--- config.mk ---
export PLATFORM = sky130hd
export DESIGN_NAME = pipelined_csel_adder
export DESIGN_NICKNAME = d
export VERILOG_FILES = /design/src/rtl/pipelined_csel_adder.sv
export SDC_FILE = /design/constraint.sdc
export NUM_CORES = 1
export LEC_CHECK = 0
export CORE_ASPECT_RATIO = 0.75
export CORE_MARGIN = 2
export CORE_UTILIZATION = 55
export DETAILED_ROUTE_END_ITERATION = 10
export HOLD_SLACK_MARGIN = 0.08
export PLACE_DENSITY = 0.79
export SLEW_MARGIN = 15
export SYNTH_ARGS = -nofsm -noshare
export SYNTH_HDL_FRONTEND = slang
export SYNTH_SLANG_ARGS = --single-unit
--- constraint.sdc ---
create_clock -name clk -period 5 [get_ports clk]
set_clock_uncertainty 0.05 [all_clocks]
set_input_delay 1 -clock clk [delete_from_list [all_inputs] [get_ports clk]]
set_output_delay 1 -clock clk [all_outputs]
set_load 0.02 [all_outputs]
--- src/rtl/pipelined_csel_adder.sv ---
`default_nettype none
// ============================================================================
//  Module   : pipelined_csel_adder
//  Purpose  : Pipelined carry-select adder/subtractor with a valid/ready
//             handshake. Operands are split into BLK-bit chunks. Each stage
//             resolves one chunk: it computes the chunk sum for carry-in 0
//             and for carry-in 1, then picks one using the carry registered
//             by the previous stage. One operation is accepted per cycle.
//             The result appears after a fixed latency of WIDTH/BLK stages.
//  Ports    : clk        rising-edge clock
//             rst_n      asynchronous active-low reset
//             in_valid   operand set present
//             in_ready   block can accept this cycle
//             A, B       operands (WIDTH bits)
//             Cin        carry-in (add mode only)
//             sub        0: A+B+Cin, 1: A-B (A + ~B + 1, Cin ignored)
//             out_valid  result present
//             out_ready  downstream accepts result
//             sum        result (WIDTH bits)
//             Cout       carry-out of MSB (in subtract mode, 1 = no borrow)
//             ovf        signed overflow (carry into MSB ^ carry out of MSB)
//  Revision : 1.0  initial release
// ============================================================================
module pipelined_csel_adder #(
  parameter int WIDTH = 16,
  parameter int BLK   = 4
) (
  input  logic             clk,
  input  logic             rst_n,
  input  logic             in_valid,
  output logic             in_ready,
  input  logic [WIDTH-1:0] A,
  input  logic [WIDTH-1:0] B,
  input  logic             Cin,
  input  logic             sub,
  output logic             out_valid,
  input  logic             out_ready,
  output logic [WIDTH-1:0] sum,
  output logic             Cout,
  output logic             ovf
);

  localparam int c_nstg = WIDTH / BLK;

  // Per-stage pipeline registers. Index k holds the state after chunk k
  // has been resolved.
  logic [c_nstg-1:0]            r_v;
  logic [c_nstg-1:0]            r_c;
  logic [c_nstg-1:0][WIDTH-1:0] r_a;
  logic [c_nstg-1:0][WIDTH-1:0] r_b;
  logic [c_nstg-1:0][WIDTH-1:0] r_sum;
  logic                         r_ovf;

  logic             w_adv;
  logic [WIDTH-1:0] w_bx;
  logic             w_c0;

  // Input chains. Element 0 is the port side. Element k+1 is the output of
  // register stage k. Stage k reads element k, so no stage needs an
  // out-of-range "previous" index, even when there is only one stage.
  logic [c_nstg:0]            w_vchain;
  logic [c_nstg:0]            w_cchain;
  logic [c_nstg:0][WIDTH-1:0] w_achain;
  logic [c_nstg:0][WIDTH-1:0] w_bchain;
  logic [c_nstg:0][WIDTH-1:0] w_schain;

  logic [c_nstg-1:0][BLK:0]     w_s0;
  logic [c_nstg-1:0][BLK:0]     w_s1;
  logic [c_nstg-1:0][BLK:0]     w_sel;
  logic [c_nstg-1:0][WIDTH-1:0] w_snext;
  logic                         w_cmsb;
  logic                         w_ovf;
  logic                         w_unused;

  // The whole pipe moves together. The input is accepted whenever the
  // output slot is empty or is being drained in this cycle.
  assign w_adv    = ~r_v[c_nstg-1] | out_ready;
  assign in_ready = w_adv;

  // Subtraction becomes addition of the inverted B with a forced carry-in.
  assign w_bx = sub ? ~B : B;
  assign w_c0 = sub ? 1'b1 : Cin;

  assign w_vchain = {r_v, in_valid};
  assign w_cchain = {r_c, w_c0};
  assign w_achain = {r_a, A};
  assign w_bchain = {r_b, w_bx};
  assign w_schain = {r_sum, {WIDTH{1'b0}}};

  always_comb begin
    w_s0    = '0;
    w_s1    = '0;
    w_sel   = '0;
    w_snext = '0;
    for (int k = 0; k < c_nstg; k++) begin
      // Both candidate chunk sums are BLK+1 bits wide. The top bit is the
      // chunk carry-out.
      w_s0[k]  = {1'b0, w_achain[k][k*BLK +: BLK]} + {1'b0, w_bchain[k][k*BLK +: BLK]};
      w_s1[k]  = {1'b0, w_achain[k][k*BLK +: BLK]} + {1'b0, w_bchain[k][k*BLK +: BLK]}
               + {{BLK{1'b0}}, 1'b1};
      w_sel[k] = w_cchain[k] ? w_s1[k] : w_s0[k];
      w_snext[k] = w_schain[k];
      w_snext[k][k*BLK +: BLK] = w_sel[k][BLK-1:0];
    end
  end

  // Recover the carry into bit WIDTH-1 from the sum bit and the operand
  // bits of the MSB. Then compare it with the carry out of the MSB.
  assign w_cmsb = w_sel[c_nstg-1][BLK-1] ^ w_achain[c_nstg-1][WIDTH-1]
                ^ w_bchain[c_nstg-1][WIDTH-1];
  assign w_ovf  = w_cmsb ^ w_sel[c_nstg-1][BLK];

  // The last stage has no operands left to forward.
  assign w_unused = ^{w_achain[c_nstg], w_bchain[c_nstg]};

  always_ff @(posedge clk or negedge rst_n) begin
    if (!rst_n) begin
      r_v   <= '0;
      r_c   <= '0;
      r_a   <= '0;
      r_b   <= '0;
      r_sum <= '0;
      r_ovf <= 1'b0;
    end else if (w_adv) begin
      // Data registers load even on bubbles. A bubbled stage's data is
      // never presented as valid. A stall (w_adv=0) freezes every stage,
      // including the output.
      for (int k = 0; k < c_nstg; k++) begin
        r_v[k]   <= w_vchain[k];
        r_c[k]   <= w_sel[k][BLK];
        r_a[k]   <= w_achain[k];
        r_b[k]   <= w_bchain[k];
        r_sum[k] <= w_snext[k];
      end
      r_ovf <= w_ovf;
    end
  end

  assign out_valid = r_v[c_nstg-1];
  assign sum       = r_sum[c_nstg-1];
  assign Cout      = r_c[c_nstg-1];
  assign ovf       = r_ovf;

endmodule
`default_nettype wire

==> metrics.txt <==
Max-Cap Viols=0; initial antenna violation count=0; Design Power=3.74 mW; Core Util, Final=0.658; Area Growth Syn to Fin=17.3%; met2 Track Usage GR=0.285; clk buf depth=2; Final #Nets=497; DR pass1 iterations=4; Yosys top cell by area=dfrtp_1; Root Buffer=clkbuf_16; gr usage total=0.180; clk sinks=between 90 and 100; die width=111 µm; CTS H-tree depth=3; clk slew on worst S/H paths=about 0.060 ns; DR vias=2,800; post-synthesis cell count=399; commonest non-fill, non-tap cell in the layout=dfrtp_1; number of distinct library cells after synthesis=31; r2r setup slk=about 2.3 ns; area occupied by multi-input gates=0.00199 mm²; Starting Density=0.561; Post-Synthesis Cell Area=0.00468 mm²; gr ovfl total=0; # Post-CTS Setup Buffers=0; initial DRC count=between 100 and 150; Peak Freq=285 MHz; hold path depth=1; max_slew headroom=0.481; CTS Buf Count=9; global-route wire length before repair=approximately 13,000 µm; die area=0.00927 mm²; top cell type's share of synthesized area=0.518; Setup violations, final=0; status=completed; CP Launch Point=out_ready; CP Launch Type=primary input; Pins Over Slew Limit=0; post-DP HPWL=5420 µm; worst path required time=3.95 ns; Pleak=approximately 2.4 nW; Hold Vio Cnt, Final=0; DR DRC count=0; Final period util=0.703; DR WL/cell=13.9 µm; row count=29; #FFs+latches synth=97; layout cells sized above 1=0.184; vias in the first global route=2,809; Resize count post-CTS=0; Final Instance Area=~0.0055 mm²; asr flop ratio synth=1.00; GRT busiest layer=met2; Syn Nets=around 460; HP Class=reg2reg; critical path endpoint=in_ready; Post-synth EDFFs=0; DRT antenna net count=0; IO Count=58; gpl congestion=0.764; total routed wirelength=7640 µm; Port Buffer Count=57; # diodes=0; crit path kind=in2out; DIE HEIGHT=83.9 µm; Register-to-Register Path Depth=11; worst skew pair latency=0.33 ns; slew of the pin with the lowest slew margin=0.779 ns; largest cells by area after synthesis=dfrtp_1, mux2_2, xnor2_1; GR Util met1=0.242; Primary FF master, synth=dfrtp_1; # hold bufs at CTS=0; CP Capture Type=primary output; min Tclk post-route=around 3.5 ns; Placed Area=0.00523 mm²; vias per inst=5.11; CP arrival=approximately 2.5 ns; power per cell area=681 mW/mm²; peak supply drop=372 µV; CP max FO=22; FF-to-FF Start=r_a[44]; syn_area_per_cell=11.7 µm²; hold slack final=0.408 ns; core area=0.00835 mm²; Synth Warn #=0; reg2reg end=ovf; unrepaired setup endpoints after global routing=false; TNS Setup=0 ns; sequential cell area=~0.0024 mm²; fill count=around 670; most frequent cells in the layout=dfrtp_1, mux2_2, clkdlybuf4s50_1; CTS tree=done; pin count of the biggest net entering global routing=68; met3 usage=0.0523; sequential fraction of the synthesis area=0.518
synth_stat cells, types with 5 or more instances:
library cell	count
nor2_1	36
inv_1	20
buf_4	16
mux2_2	60
xor2_1	11
nand2_1	11
a21oi_1	40
a21o_1	7
clkbuf_1	16
ha_1	20
nand4_1	5
xnor2_1	29
dfrtp_1	97
state kept, by name, summed over array words and instances, names as in the netlist:
signal	flops
r_a	24
r_b	24
r_sum	24
sum	16
r_c	4
r_v	4
ovf	1
power by group:
group | internal [mW] | switching [mW]
combinational | 0.919 | 0.851
clock | 0.338 | 0.279
sequential | 1.15 | 0.205
total | 2.41 | 1.33
area by class of cell:
cell class	instances	area share
repair buffers	61	0.109
clock inverters	4	0.00547
multi-input cells	246	0.362
well taps	108	0.0246
inverters	20	0.0137
flip-flops and latches	97	0.442
clock buffers	12	0.0431
metal layers:
| layer | wire [µm] | up-vias |
|---|---|---|
| met3 | 403 | 8 |
| met4 | 104 | 0 |
| met2 | 3640 | 48 |
| li1 | - | 1405 |
| met5 | 0 | - |
| met1 | 3500 | 1339 |
per-stage QoR:
step	instances	setup WS, ns
after global placement	532	1.51
final	548	1.49
after detailed placement	532	1.47
after global routing	548	1.43
after CTS	548	1.47
after floorplan	399	1.81
critical path: stages:
cell and delay [ns]:
clkdlybuf4s50_1 0.47, nand2b_4 0.27, clkdlybuf4s50_1 0.71
cell families after synthesis:
| kind of cell | share of synthesized area |
|---|---|
| compound gates | 0.0732 |
| xor+xnor | 0.0796 |
| fa+ha+maj | 0.0706 |
| buf+inv | 0.0580 |
| flops | 0.518 |
| mux | 0.144 |
| simple gates | 0.0559 |
worst min-delay path by stage:
| stage | end | from | slack (ns) |
|---|---|---|---|
| 6_report | r_v[3] | r_v[2] | 0.41 |
| 5_1_grt | r_v[3] | r_v[2] | 0.44 |
| 4_1_cts | r_v[3] | r_v[2] | 0.41 |
| 3_5_place_dp | r_v[3] | r_v[2] | 0.40 |
| 3_3_place_gp | r_v[3] | r_v[2] | 0.40 |
| 2_1_floorplan | r_v[3] | r_v[2] | 0.38 |
Note: power is estimated with default switching activity, not from simulation.
